**src/rtl/sram_controller_if.sv**
```systemverilog
// ----------------------------------------------------------------------------
// sram_controller_if
//   Load/store request bus between the MEM stage and the SRAM controller.
//
//   rd_en       : load request, held until ready
//   wr_en       : store request, held until ready
//   address     : byte address from the ALU result
//   write_data  : store value
//   read_data   : registered load result
//   ready       : 1 = no access pending or access finishing this cycle
//
//   master : the MEM stage (drives requests)
//   slave  : the SRAM controller (answers with read_data / ready)
// ----------------------------------------------------------------------------
interface sram_controller_if;
    logic        rd_en;
    logic        wr_en;
    logic [31:0] address;
    logic [31:0] write_data;
    logic [31:0] read_data;
    logic        ready;

    modport master (
        output rd_en,
        output wr_en,
        output address,
        output write_data,
        input  read_data,
        input  ready
    );

    modport slave (
        input  rd_en,
        input  wr_en,
        input  address,
        input  write_data,
        output read_data,
        output ready
    );
endinterface

```
**src/rtl/sram_controller.sv**
```systemverilog
// ----------------------------------------------------------------------------
// sram_controller
//   Memory-side responder for the MEM stage. Each 32-bit load/store is run as
//   two 16-bit accesses (low half, then high half) on an asynchronous SRAM,
//   each half held on the bus for WAIT_CYCLES cycles. ready stays low while an
//   access is in flight so the pipeline freezes.
//
//   Parameters:
//     WAIT_CYCLES : cycles each half is held on the SRAM bus (1..15)
//     BASE_ADDR   : byte address mapped to SRAM word 0
//
//   Ports:
//     clk, rst     : clock, asynchronous active-high reset
//     bus          : request bus (slave side), see sram_controller_if
//     sram_addr    : halfword address to the SRAM (registered)
//     sram_dq_out  : write data to the pad (registered)
//     sram_dq_in   : read data from the pad
//     sram_dq_oe   : pad output enable (registered)
//     sram_we_n    : active-low write strobe (registered)
//     sram_oe_n    : active-low SRAM output enable (registered)
//
//   Optional feature (macro SRAM_LAST_WRITE_FWD_EN):
//     keeps the last written word index and data; a pure read of that index
//     completes in the request cycle without touching the SRAM.
// ----------------------------------------------------------------------------
module sram_controller #(
    parameter int WAIT_CYCLES = 2,
    parameter int BASE_ADDR   = 1024
) (
    input  logic             clk,
    input  logic             rst,
    sram_controller_if.slave bus,
    output logic [17:0]      sram_addr,
    output logic [15:0]      sram_dq_out,
    input  logic [15:0]      sram_dq_in,
    output logic             sram_dq_oe,
    output logic             sram_we_n,
    output logic             sram_oe_n
);

    typedef enum logic [1:0] {IDLE, LOW, HIGH, DONE} state_t;

    localparam logic [3:0] CNT_LOAD = 4'(WAIT_CYCLES - 1);

    state_t      state;
    state_t      state_nxt;
    logic [3:0]  cnt;
    logic        cnt_zero;
    logic        accept;
    logic        ready_c;
    logic        req;
    logic [16:0] req_idx;

    logic        op_wr;
    logic [16:0] idx_q;
    logic [31:0] wdata_q;

    logic        cur_wr;
    logic [16:0] cur_idx;
    logic [31:0] cur_wdata;

    logic [31:0] read_data_q;
    logic        fwd_hit;
    logic [31:0] fwd_data;

    assign req      = bus.rd_en | bus.wr_en;
    assign req_idx  = 17'((bus.address - 32'(BASE_ADDR)) >> 2);
    assign cnt_zero = (cnt == 4'd0);

    // While idle the pad registers are loaded straight from the request so
    // the first half appears on the bus in the cycle after acceptance.
    assign cur_wr    = (state == IDLE) ? bus.wr_en      : op_wr;
    assign cur_idx   = (state == IDLE) ? req_idx        : idx_q;
    assign cur_wdata = (state == IDLE) ? bus.write_data : wdata_q;

`ifdef SRAM_LAST_WRITE_FWD_EN
    logic        fwd_valid;
    logic [16:0] fwd_idx;

    always_ff @(posedge clk or posedge rst) begin
        if (rst) begin
            fwd_valid <= 1'b0;
        end else if (accept && bus.wr_en) begin
            fwd_valid <= 1'b1;
        end
    end

    always_ff @(posedge clk) begin
        if (accept && bus.wr_en) begin
            fwd_idx  <= req_idx;
            fwd_data <= bus.write_data;
        end
    end

    // Store wins over load, so only a pure read may be forwarded.
    assign fwd_hit = (state == IDLE) && bus.rd_en && !bus.wr_en &&
                     fwd_valid && (req_idx == fwd_idx);
`else
    assign fwd_hit  = 1'b0;
    assign fwd_data = '0;
`endif

    // State register
    always_ff @(posedge clk or posedge rst) begin
        if (rst) begin
            state <= IDLE;
        end else begin
            state <= state_nxt;
        end
    end

    // Next state and ready
    always_comb begin
        state_nxt = state;
        ready_c   = 1'b0;
        accept    = 1'b0;
        case (state)
            IDLE: begin
                ready_c = ~req | fwd_hit;
                if (req && !fwd_hit) begin
                    accept    = 1'b1;
                    state_nxt = LOW;
                end
            end
            LOW: begin
                if (cnt_zero) state_nxt = HIGH;
            end
            HIGH: begin
                if (cnt_zero) state_nxt = DONE;
            end
            DONE: begin
                ready_c   = 1'b1;
                state_nxt = IDLE;
            end
            default: state_nxt = IDLE;
        endcase
    end

    assign bus.ready     = ready_c;
    assign bus.read_data = read_data_q;

    // Wait counter and latched operation type
    always_ff @(posedge clk or posedge rst) begin
        if (rst) begin
            cnt   <= 4'd0;
            op_wr <= 1'b0;
        end else begin
            if (accept) begin
                op_wr <= bus.wr_en;
            end
            if (accept || ((state == LOW || state == HIGH) && cnt_zero)) begin
                cnt <= CNT_LOAD;
            end else if (state == LOW || state == HIGH) begin
                cnt <= cnt - 4'd1;
            end
        end
    end

    // Latched request data
    always_ff @(posedge clk) begin
        if (accept) begin
            idx_q   <= req_idx;
            wdata_q <= bus.write_data;
        end
    end

    // SRAM pad registers, loaded for the state being entered
    always_ff @(posedge clk or posedge rst) begin
        if (rst) begin
            sram_addr   <= '0;
            sram_dq_out <= '0;
            sram_dq_oe  <= 1'b0;
            sram_we_n   <= 1'b1;
            sram_oe_n   <= 1'b1;
        end else begin
            case (state_nxt)
                LOW, HIGH: begin
                    sram_addr   <= {cur_idx, state_nxt == HIGH};
                    sram_dq_out <= (state_nxt == HIGH) ? cur_wdata[31:16]
                                                       : cur_wdata[15:0];
                    sram_dq_oe  <= cur_wr;
                    sram_we_n   <= ~cur_wr;
                    sram_oe_n   <= cur_wr;
                end
                default: begin
                    sram_dq_oe <= 1'b0;
                    sram_we_n  <= 1'b1;
                    sram_oe_n  <= 1'b1;
                end
            endcase
        end
    end

    // Load result: each half is sampled on the last cycle it is on the bus
    always_ff @(posedge clk or posedge rst) begin
        if (rst) begin
            read_data_q <= '0;
        end else if (fwd_hit) begin
            read_data_q <= fwd_data;
        end else if (!op_wr && cnt_zero) begin
            if (state == LOW) begin
                read_data_q[15:0] <= sram_dq_in;
            end else if (state == HIGH) begin
                read_data_q[31:16] <= sram_dq_in;
            end
        end
    end

endmodule

```
**src/flat_wrapper.sv**
```systemverilog
// flat-port wrapper written by rule: the top's interface ports become plain ports
module sram_controller_flat 
#(
    parameter int WAIT_CYCLES = 2,
    parameter int BASE_ADDR   = 1024
)
  (clk, rst, sram_addr, sram_dq_out, sram_dq_in, sram_dq_oe, sram_we_n, sram_oe_n, bus_rd_en, bus_wr_en, bus_address, bus_write_data, bus_read_data, bus_ready);
  sram_controller_if bus_i ();
  input  logic clk;
  input  logic rst;
  output logic [17:0] sram_addr;
  output logic [15:0] sram_dq_out;
  input  logic [15:0] sram_dq_in;
  output logic sram_dq_oe;
  output logic sram_we_n;
  output logic sram_oe_n;
  input wire logic [$bits(bus_i.rd_en)-1:0] bus_rd_en;
  input wire logic [$bits(bus_i.wr_en)-1:0] bus_wr_en;
  input wire logic [$bits(bus_i.address)-1:0] bus_address;
  input wire logic [$bits(bus_i.write_data)-1:0] bus_write_data;
  output wire logic [$bits(bus_i.read_data)-1:0] bus_read_data;
  output wire logic [$bits(bus_i.ready)-1:0] bus_ready;
  assign bus_i.rd_en = bus_rd_en;
  assign bus_i.wr_en = bus_wr_en;
  assign bus_i.address = bus_address;
  assign bus_i.write_data = bus_write_data;
  assign bus_read_data = bus_i.read_data;
  assign bus_ready = bus_i.ready;
  sram_controller #(.WAIT_CYCLES(WAIT_CYCLES), .BASE_ADDR(BASE_ADDR)) u_core (.clk(clk), .rst(rst), .bus(bus_i), .sram_addr(sram_addr), .sram_dq_out(sram_dq_out), .sram_dq_in(sram_dq_in), .sram_dq_oe(sram_dq_oe), .sram_we_n(sram_we_n), .sram_oe_n(sram_oe_n));
endmodule
```
**config.mk**
```make
export PLATFORM = sky130hd
export DESIGN_NAME = sram_controller_flat
export DESIGN_NICKNAME = d
export VERILOG_FILES = /design/src/rtl/sram_controller_if.sv /design/src/rtl/sram_controller.sv /design/src/flat_wrapper.sv
export SDC_FILE = /design/constraint.sdc
export NUM_CORES = 1
export LEC_CHECK = 0
export CORE_MARGIN = 8
export CORE_UTILIZATION = 40
export DETAILED_ROUTE_END_ITERATION = 16
export GPL_TIMING_DRIVEN = 0
export PLACE_DENSITY = 0.68
export SLEW_MARGIN = 10
export SYNTH_ARGS = -nofsm -noshare
export SYNTH_HDL_FRONTEND = slang
export SYNTH_SLANG_ARGS = --single-unit
```
**constraint.sdc**
```tcl
create_clock -name clk -period 4.3 [get_ports clk]
set_clock_uncertainty 0.1 [all_clocks]
set_input_delay 0.43 -clock clk [delete_from_list [all_inputs] [get_ports clk]]
set_output_delay 0.43 -clock clk [all_outputs]
set_load 0.01 [all_outputs]
```
Word-level counts from Yosys, hierarchy flattened
Index checks and enable logic that the tools add are counted.
{"block": "word_totals", "register_bits": 125, "latch_bits": 0, "mem_bits_rw": 0, "mem_bits_ro": 0, "input_bits": 84, "output_inout_bits": 70, "n_memories": 0}
{"block": "classes", "add_sub_neg": 2, "multipliers": 0, "div_mod_pow": 0, "magnitude_cmp": 0, "n_eq_ne": 5, "shift": 0, "mux": 16, "bitwise_logic": 4, "reduce_logical": 11}
{"op": "32-bit 2-to-1 mux", "n": 1}
{"op": "19-bit by 11-bit subtractor with 19-bit output (second input constant)", "n": 1}
{"op": "17-bit 2-to-1 mux", "n": 1}
{"op": "16-bit 2-to-1 mux", "n": 1}
{"op": "4-bit 2-to-1 mux", "n": 2}
{"op": "2-bit one-hot mux with 4 select lines", "n": 1}
{"op": "2-bit == test (second input constant)", "n": 3}
{"op": "1-bit 2-to-1 mux", "n": 6}
{"op": "2-bit 2-to-1 mux", "n": 3}
{"op": "2-bit by 1-bit == test with 1-bit output (second input constant)", "n": 2}
{"op": "4-bit logical NOT", "n": 1}
{"op": "4-bit by 1-bit subtractor with 4-bit output (second input constant)", "n": 1}
{"op": "1-bit inverter", "n": 3}
{"op": "3-bit AND reduction", "n": 1}
{"op": "1-bit logical AND", "n": 2}
{"op": "2-bit logical NOT", "n": 1}
{"op": "1-bit logical OR", "n": 2}
{"op": "1-bit one-hot mux with 2 select lines", "n": 1}
{"op": "2-bit AND reduction", "n": 1}
{"op": "2-bit nonzero test", "n": 1}
{"op": "2-bit OR reduction", "n": 1}
{"op": "1-bit logical NOT", "n": 1}
{"op": "1-bit bitwise OR", "n": 1}

Depth between registers and ports, before layout
Gate-level depths: netlist of the first run.
{"block": "logic_depth", "depth_word": 6, "mapped_depth": 11}

Worst setup path after synthesis of the first run
OpenSTA, ideal clock, no wires.
{"block": "synth_timing", "path_type": "reg-to-reg", "start": "register u_core.state[0]", "end": "register u_core.idx_q[0] (enable)", "setup_ps": 461, "arrival_time_ps": 3347, "t_required_ps": 3739, "path_slack_ps": 393, "stages_incl_launch_ff": 7, "n_path_buf": 2, "cell_sequence": "dfrtp_1 inv_1 ha_1 buf_4 buf_4 inv_1 nor2_1"}
{"block": "synth_between", "elab_chain_cells": 2}
{"element": "from (decl)", "line_no": "sram_controller.sv:45", "rtl": "state_t state;"}
{"element": "from (signal assigned)", "line_no": "sram_controller.sv:108", "rtl": "state <= state_nxt;"}
{"element": "2-bit logical NOT", "line_no": "sram_controller.sv:117", "rtl": "case (state)"}
{"element": "1-bit 2-to-1 mux", "line_no": "sram_controller.sv:117"}
{"element": "via u_core.accept", "line_no": "sram_controller.sv:49", "rtl": "logic accept;"}
{"element": "to (signal assigned)", "line_no": "sram_controller.sv:162", "rtl": "idx_q <= req_idx;"}
{"element": "to (decl)", "line_no": "sram_controller.sv:55", "rtl": "logic [16:0] idx_q;"}
The timed path passes the listed nets, and every way through them passes these cells.
A chain may end at the register's enable or synchronous reset.

Worst setup path after layout of the first run
{"block": "layout_timing", "start": "register u_core.cnt[0]", "end": "register u_core.sram_addr[5]"}
{"block": "layout_between", "elab_chain_cells": 5}
{"element": "from (decl)", "line_no": "sram_controller.sv:47", "rtl": "logic [3:0] cnt;"}
{"element": "from (signal assigned)", "line_no": "sram_controller.sv:154", "rtl": "cnt <= cnt - 4'd1;"}
{"element": "4-bit logical NOT *", "line_no": "sram_controller.sv:68", "rtl": "assign cnt_zero = (cnt == 4'd0);"}
{"element": "2-bit 2-to-1 mux (on tied branches)", "line_no": "sram_controller.sv:129, sram_controller.sv:126"}
{"element": "2-bit one-hot mux with 4 select lines *", "line_no": "sram_controller.sv:117"}
{"element": "2-bit by 1-bit == test with 1-bit output / 2-bit == test (equally long branches)", "line_no": "sram_controller.sv:176", "rtl": "case (state_nxt)"}
{"element": "2-bit OR reduction *", "line_no": "sram_controller.sv:176"}
{"element": "to (signal assigned)", "line_no": "sram_controller.sv:178", "rtl": "sram_addr <= {cur_idx, state_nxt == HIGH};"}
{"element": "to (decl)", "line_no": "sram_controller.sv:33", "rtl": "output logic [17:0] sram_addr,"}
Mark *: on every way between the ends. The rest lies on a longest branch, timed or not.

==> results of run 1 <==
## cell families after synthesis
group | share of synthesized area (%)
adders and majority gates | 2.140
buffers and inverters | 2.497
AOI/OAI and AO/OA | 3.686
DFF | 64.16
xor gates and xnor gates | 1.165
and+or+nand+nor | 5.636
muxes | 20.71
## worst register-to-register path: cells and delay by family, from the launching register on
family,cells,cell delay (ps)
compound gates,2,510
fa+ha+maj,2,490
buf+inv,4,1320
flops,1,400
simple gates,3,700
## path summary, 6_finish.rpt
path | from | to | slack, ps | depth (start not counted)
max | u_core.cnt[0] | u_core.sram_addr[5] | 710 | 11
max reg2reg | u_core.cnt[0] | u_core.sram_addr[5] | 710 | 11
min reg2reg | u_core.idx_q[13] | u_core.sram_addr[14] | 370 | 2
max in group asynchronous | rst | u_core.sram_we_n | 3220 | 3
min in group clk | u_core.idx_q[13] | u_core.sram_addr[14] | 370 | 2
min | rst | u_core.sram_addr[6] | 260 | 2
## cells in the mapped netlist
cell,n
edfxtp_1,49
nor4_1,1
xnor2_1,1
a22o_1,1
nand3b_4,1
dfrtp_1,74
mux4_2,16
o21ai_0,20
nand2_1,19
a21oi_1,4
buf_6,2
nand2b_1,1
nor3b_1,2
dfstp_2,2
or4_1,1
o21bai_1,1
nand2_4,1
ha_1,9
nor3_1,6
nand4b_1,1
mux2_4,10
buf_2,3
a22oi_1,4
o21ba_2,1
nand3_1,3
and3_1,1
or3_1,1
buf_1,1
nor2_4,1
nor2_1,11
o32ai_1,1
xor2_1,6
nor4bb_1,1
mux2_2,39
or3b_4,1
mux2i_1,14
or4b_2,1
or3b_2,1
inv_1,14
clkbuf_1,6
buf_4,2
a221oi_1,1
## power breakdown
part	leakage, nW	switching (W)	total, W	internal, W
Clock	0.275	0.000477	0.00131	0.000829
Sequential	1.37	0.000245	0.00208	0.00184
Combinational	1.40	0.00131	0.00284	0.00152
## per-layer routing
metal  vias to the layer above  routed length (um)
met4                         0                 149
met5                         -                   0
met3                        13                1025
met1                      1676                5277
met2                       126                5679
li1                       1553                   -
## sequential cells by signal, summed over array words and instances, names as in the netlist
| signal | flops |
|---|---|
| u_core.sram_oe_n | 1 |
| u_core.wdata_q | 32 |
| u_core.state | 2 |
| u_core.bus.read_data | 32 |
| u_core.sram_we_n | 1 |
| u_core.sram_addr | 18 |
| u_core.sram_dq_out | 16 |
| u_core.op_wr | 1 |
| u_core.cnt | 4 |
| u_core.sram_dq_oe | 1 |
| u_core.idx_q | 17 |
## layout make-up
cell class	instances	area [sq um]	area share (%)
flip-flops and latches	125	3376	45.22
multi-input cells	182	1762	23.60
repair buffers	140	1429	19.14
clock buffers	23	478.0	6.402
well taps	176	220.2	2.950
plain buffers	14	78.83	1.056
clock inverters	9	67.56	0.9050
inverters	14	55.05	0.7374
## metrics by stage
stage	instances	TNS (ps)
6_report	683	0
5_1_grt	683	0
2_1_floorplan	335	0
4_1_cts	683	0
3_5_place_dp	651	0
3_3_place_gp	649	-46480
==> results.json, run 1 <==
{
  "clkTransAtPathRegs_ps": 50,
  "viasPerCell": 4.931,
  "gr-usage-met1_pct": 17.86,
  "grt_pass1_wl_um": 19120,
  "cts_tree": "yes",
  "filler_cell_count": 1091,
  "drive_above_1_share_pct": 22.09,
  "post-dp-hpwl_um": 8828,
  "cellLeakagePower_nw": 3.044,
  "ys_seq_area_share_pct": 64.16,
  "grt_use_met2_pct": 23.55,
  "placed_area_sq_mm": 0.006920,
  "ant_nets": 0,
  "globalRouteTotalUtil_pct": 14.82,
  "postSynthAreaPerCell_sq_um": 15.71,
  "postCtsSetupBuffers": 0,
  "post_synthesis_net_count": 428,
  "endpoint_arrival_time_on_the_critical_path_ps": 3810,
  "worst_max_slew_margin_expressed_relative_to_the_limit_pct": 47.99,
  "holdCritPathClass": "input port to async pin",
  "gr-max-usage-layer": "met2",
  "final.period_utilization_pct": 83.42,
  "p_total_w": 0.006225,
  "timing_hold_violations_final": 0,
  "drt_first_pass_iters": 4,
  "run_status": "finished clean",
  "layout_common_cells": "clkdlybuf4s50_1 (138), dfrtp_1 (74), edfxtp_1 (49)",
  "io_buffer_count": 138,
  "dp_worst_setup_slack_ps": 720.2,
  "critPathRequiredTime_ps": 4530,
  "worst_setup_path_end_kind": "register",
  "clk-insertion-delay-late_ps": 410,
  "critPathMaxStageDelay_ps": 540,
  "routabilityCongestion": 0.7350,
  "floorplan.die.height_um": 130.7,
  "tightestPinTransition_ps": 778.3,
  "postCtsHoldBufs": 0,
  "final_period_minus_worst_setup_slack_ps": 3587,
  "setup_ws_ps": 713.0,
  "report.final.slew_viol_count": 0,
  "cts-buffers-inserted": 17,
  "cts_max_path_buffers": 2,
  "synth.top_cell.area_share_pct": 35.20,
  "tightest_hold_margin_ps": 260.6,
  "crit_path_max_fanout": 10,
  "path_cells": "inv_1 -> ha_1 -> or3b_4 -> a221oi_1 -> nand2_1 -> ha_1 -> clkbuf_1 -> buf_1 -> clkbuf_1 -> nand2_1 -> o21ai_0",
  "cts-htree-levels": 4,
  "clock_sink_count": 125,
  "yosys.area.top_type": "dfrtp_1",
  "mostFrequentLayoutCell": "clkdlybuf4s50_1",
  "post_synth_inst_count": 335,
  "vdd_ir_drop_max_mv": 0.3927,
  "fp.dieArea_sq_mm": 0.01708,
  "antennaDiodeCount": 0,
  "design_area_sq_mm": 0.007466,
  "die_width_um": 130.7,
  "global_route.usage.met3_pct": 5.844,
  "cell_area_after_technology_mapping_sq_mm": 0.005261,
  "drc_errors": 0,
  "via_count": 3368,
  "synth_cell_type_count": 42,
  "drt-initial-drc-count": 119,
  "cts_root_buf": "clkbuf_16",
  "initial_utilization_pct": 40.37,
  "grt_antenna_before_repair": 0,
  "unrepaired_setup_endpoints_after_global_routing": "false",
  "clock.fmax_mhz": 278.8,
  "yosys_warnings": 0,
  "post_cts_resize_count": 0,
  "path_buf_inv": 4,
  "synth.area.top_cells": "dfrtp_1 (35%), edfxtp_1 (28%), mux2_2 (8.3%), mux4_2 (6.8%), mux2_4 (2.9%)",
  "postSynthRegisterBits": 125,
  "largest_net_degree_at_the_start_of_global_routing": 53,
  "finalSetupViolCount": 0,
  "design.portCount": 154,
  "maxCapViolations": 0,
  "drt_wl_total_um": 12130,
  "startpoint_type": "register",
  "worst-setup-path-type": "register to register",
  "nNetsFinal": 587,
  "wl_per_cell_um": 17.76,
  "timing.critical_path.max_delay_family": "buffers and inverters",
  "vias_in_the_first_global_route": 3611,
  "std_cell_rows": 42,
  "flow.area_growth_from_synthesis_pct": 41.90,
  "critical_path.slowest_cell": "buf_1",
  "core_area_sq_mm": 0.01303,
  "final_util_pct": 57.29,
  "globalRoute.totalOverflow": 0,
  "cellPowerDensity_mw_per_mm2": 833.8
}
Power figures use the tool's default switching activity.
==> run 2: changes to the inputs <==
- clock period: 4.3 -> 3.6 ns (I/O delays scaled with it)
==> run 2 against run 1 <==
Hold slack got worse by 54 ps. Global-route usage grew 0.13 points. Sequential cell count is the same. Die area is the same. Combinational power increased by 21%. Wire length rose by 0.77%. First-iteration DRC count rose by 29%. Via count grew 0.53%. Sequential share of layout area decreased by 0.77 points. Largest power group unchanged.
==> results.json, run 2 (synthesized netlist as in run 1, its figures left out) <==
{
  "mostFrequentLayoutCell": "clkdlybuf4s50_1",
  "vias_in_the_first_global_route": 3578,
  "tightestPinTransition_ps": 556.5,
  "design_area_sq_mm": 0.007596,
  "vdd_ir_drop_max_mv": 0.5444,
  "critPathLaunch": "u_core.cnt[0]",
  "routabilityCongestion": 0.7634,
  "cts_tree": "yes",
  "report.final.slew_viol_count": 0,
  "placed_cells_incl_taps": 652,
  "clock_sink_count": 125,
  "switching_share_pct": 31.65,
  "postCtsSetupBuffers": 0,
  "power.switching_w": 0.002460,
  "final_period_minus_worst_setup_slack_ps": 3317,
  "layout_common_cells": "clkdlybuf4s50_1 (138), dfrtp_1 (74), edfxtp_1 (49)",
  "holdCritPathClass": "input port to async pin",
  "cts-htree-levels": 4,
  "timing.critical_path.max_delay_family": "simple AND/OR/NAND/NOR gates",
  "globalRouteTotalUtil_pct": 14.94,
  "largest_net_degree_at_the_start_of_global_routing": 48,
  "unrepaired_setup_endpoints_after_global_routing": "false",
  "worst-setup-path-type": "register to register",
  "crit_path_max_fanout": 10,
  "power.share.clock_pct": 23.6,
  "power.sequential.fraction_pct": 32.1,
  "grt_antenna_before_repair": 0,
  "io_buffer_count": 138,
  "finalSetupViolCount": 0,
  "cts_max_path_buffers": 2,
  "run_status": "finished clean",
  "startpoint_type": "register",
  "globalRoute.totalOverflow": 0,
  "viasPerCell": 4.950,
  "design.portCount": 154,
  "postCtsHoldBufs": 0,
  "antennaDiodeCount": 0,
  "clkTransAtPathRegs_ps": 60,
  "drive_above_1_share_pct": 22.64,
  "cellLeakagePower_nw": 3.102,
  "maxCapViolations": 0,
  "drt_first_pass_iters": 4,
  "cts_root_buf": "clkbuf_16",
  "r2r_setup_slack_ps": 280,
  "path_cells": "inv_1 -> ha_1 -> or3b_4 -> or3_1 -> nand2_1 -> ha_1 -> clkbuf_1 -> buf_2 -> mux4_2 -> mux2_2",
  "fp.dieArea_sq_mm": 0.01708,
  "timing.critical_path.mode_cell": "ha_1",
  "nNetsFinal": 588,
  "critical_path.slowest_cell": "or3b_4",
  "clk-insertion-delay-late_ps": 420,
  "power.combinational.fraction_pct": 44.4,
  "worst_setup_path_end_kind": "register",
  "drc_errors": 0,
  "launch_instance_of_the_worst_register_to_register_path": "u_core.cnt[0]",
  "worst_max_slew_margin_expressed_relative_to_the_limit_pct": 62.56,
  "die_width_um": 130.7,
  "final.period_utilization_pct": 92.14,
  "ant_nets": 0,
  "floorplan.die.height_um": 130.7,
  "initial_utilization_pct": 40.37,
  "wl_per_cell_um": 17.87,
  "std_cell_rows": 42,
  "path_buf_inv": 3,
  "critPathMaxStageDelay_ps": 430,
  "final_instance_count_without_filler_cells": 684,
  "core_area_sq_mm": 0.01303,
  "cellPowerDensity_mw_per_mm2": 1023,
  "placed_area_sq_mm": 0.006955,
  "post_cts_resize_count": 1,
  "flow.area_growth_from_synthesis_pct": 44.38,
  "post-dp-hpwl_um": 8687,
  "final_util_pct": 58.29,
  "drt-initial-drc-count": 153,
  "via_count": 3386,
  "endpoint_arrival_time_on_the_critical_path_ps": 3510,
  "timing_hold_violations_final": 0,
  "grt_pass1_wl_um": 19160,
  "cts-buffers-inserted": 17,
  "tightest_hold_margin_ps": 207.0,
  "clock.fmax_mhz": 301.5,
  "drt_wl_total_um": 12230,
  "power.internal_w": 0.005311,
  "critPathRequiredTime_ps": 3790
}
==> run 2: changes by cell type in the layout (fill, tap and decap cells not counted), sizes merged <==
cell and delta:
clkinv -6, buf +1, clkbuf +3, bufinv +3
==> run 2: final cells by class <==
cell class | count | area (sq um)
Buffer | 14 | 81.33
Clock buffer | 26 | 509.2
Clock inverter | 6 | 128.9
Fill cell | 1076 | 5436
Inverter | 14 | 55.05
Multi-Input combinational cell | 182 | 1762
Sequential cell | 125 | 3376
Tap cell | 176 | 220.2
Timing Repair Buffer | 141 | 1464
==> run 2: per-stage QoR <==
stage,total power [W],worst slack [ps],setup TNS (ps)
floorplan,0.004505,542.4,0
global placement,0.005842,-377.2,-32870
detailed placement,0.006010,-8.181,-8.181
CTS,0.007888,212.4,0
global route,0.008240,82.22,0
finish,0.007770,282.9,0
==> run 2: per-layer routing <==
layer  part of all wire, %  vias to the layer above  global-route usage (%)
met5                     0                        -                       0
met3                   8.6                       17                   5.682
met1                    45                     1682                   18.69
met2                    45                      135                   22.64
met4                   1.8                        0                   6.685
li1                      -                     1552                       -
==> run 2: power by group through the flow <==
stage / Combinational, W / Sequential (W) / Clock (W)
4_1_cts: 0.00352 / 0.00249 / 0.00187
6_report: 0.00345 / 0.00249 / 0.00183
3_5_place_dp: 0.00350 / 0.00251 / 0
3_3_place_gp: 0.00333 / 0.00251 / 0
5_1_grt: 0.00376 / 0.00255 / 0.00193
2_1_floorplan: 0.00187 / 0.00264 / 0
==> run 2: path summary, 6_finish.rpt <==
path,cells after the start,end
worst min register to register,2,u_core.sram_addr[14]
worst min-delay path,2,u_core.sram_addr[6]
worst max-delay path,10,u_core.sram_dq_out[3]
min in group clk,2,u_core.sram_addr[14]
worst max register to register,10,u_core.sram_dq_out[3]
max in group asynchronous,3,u_core.sram_oe_n
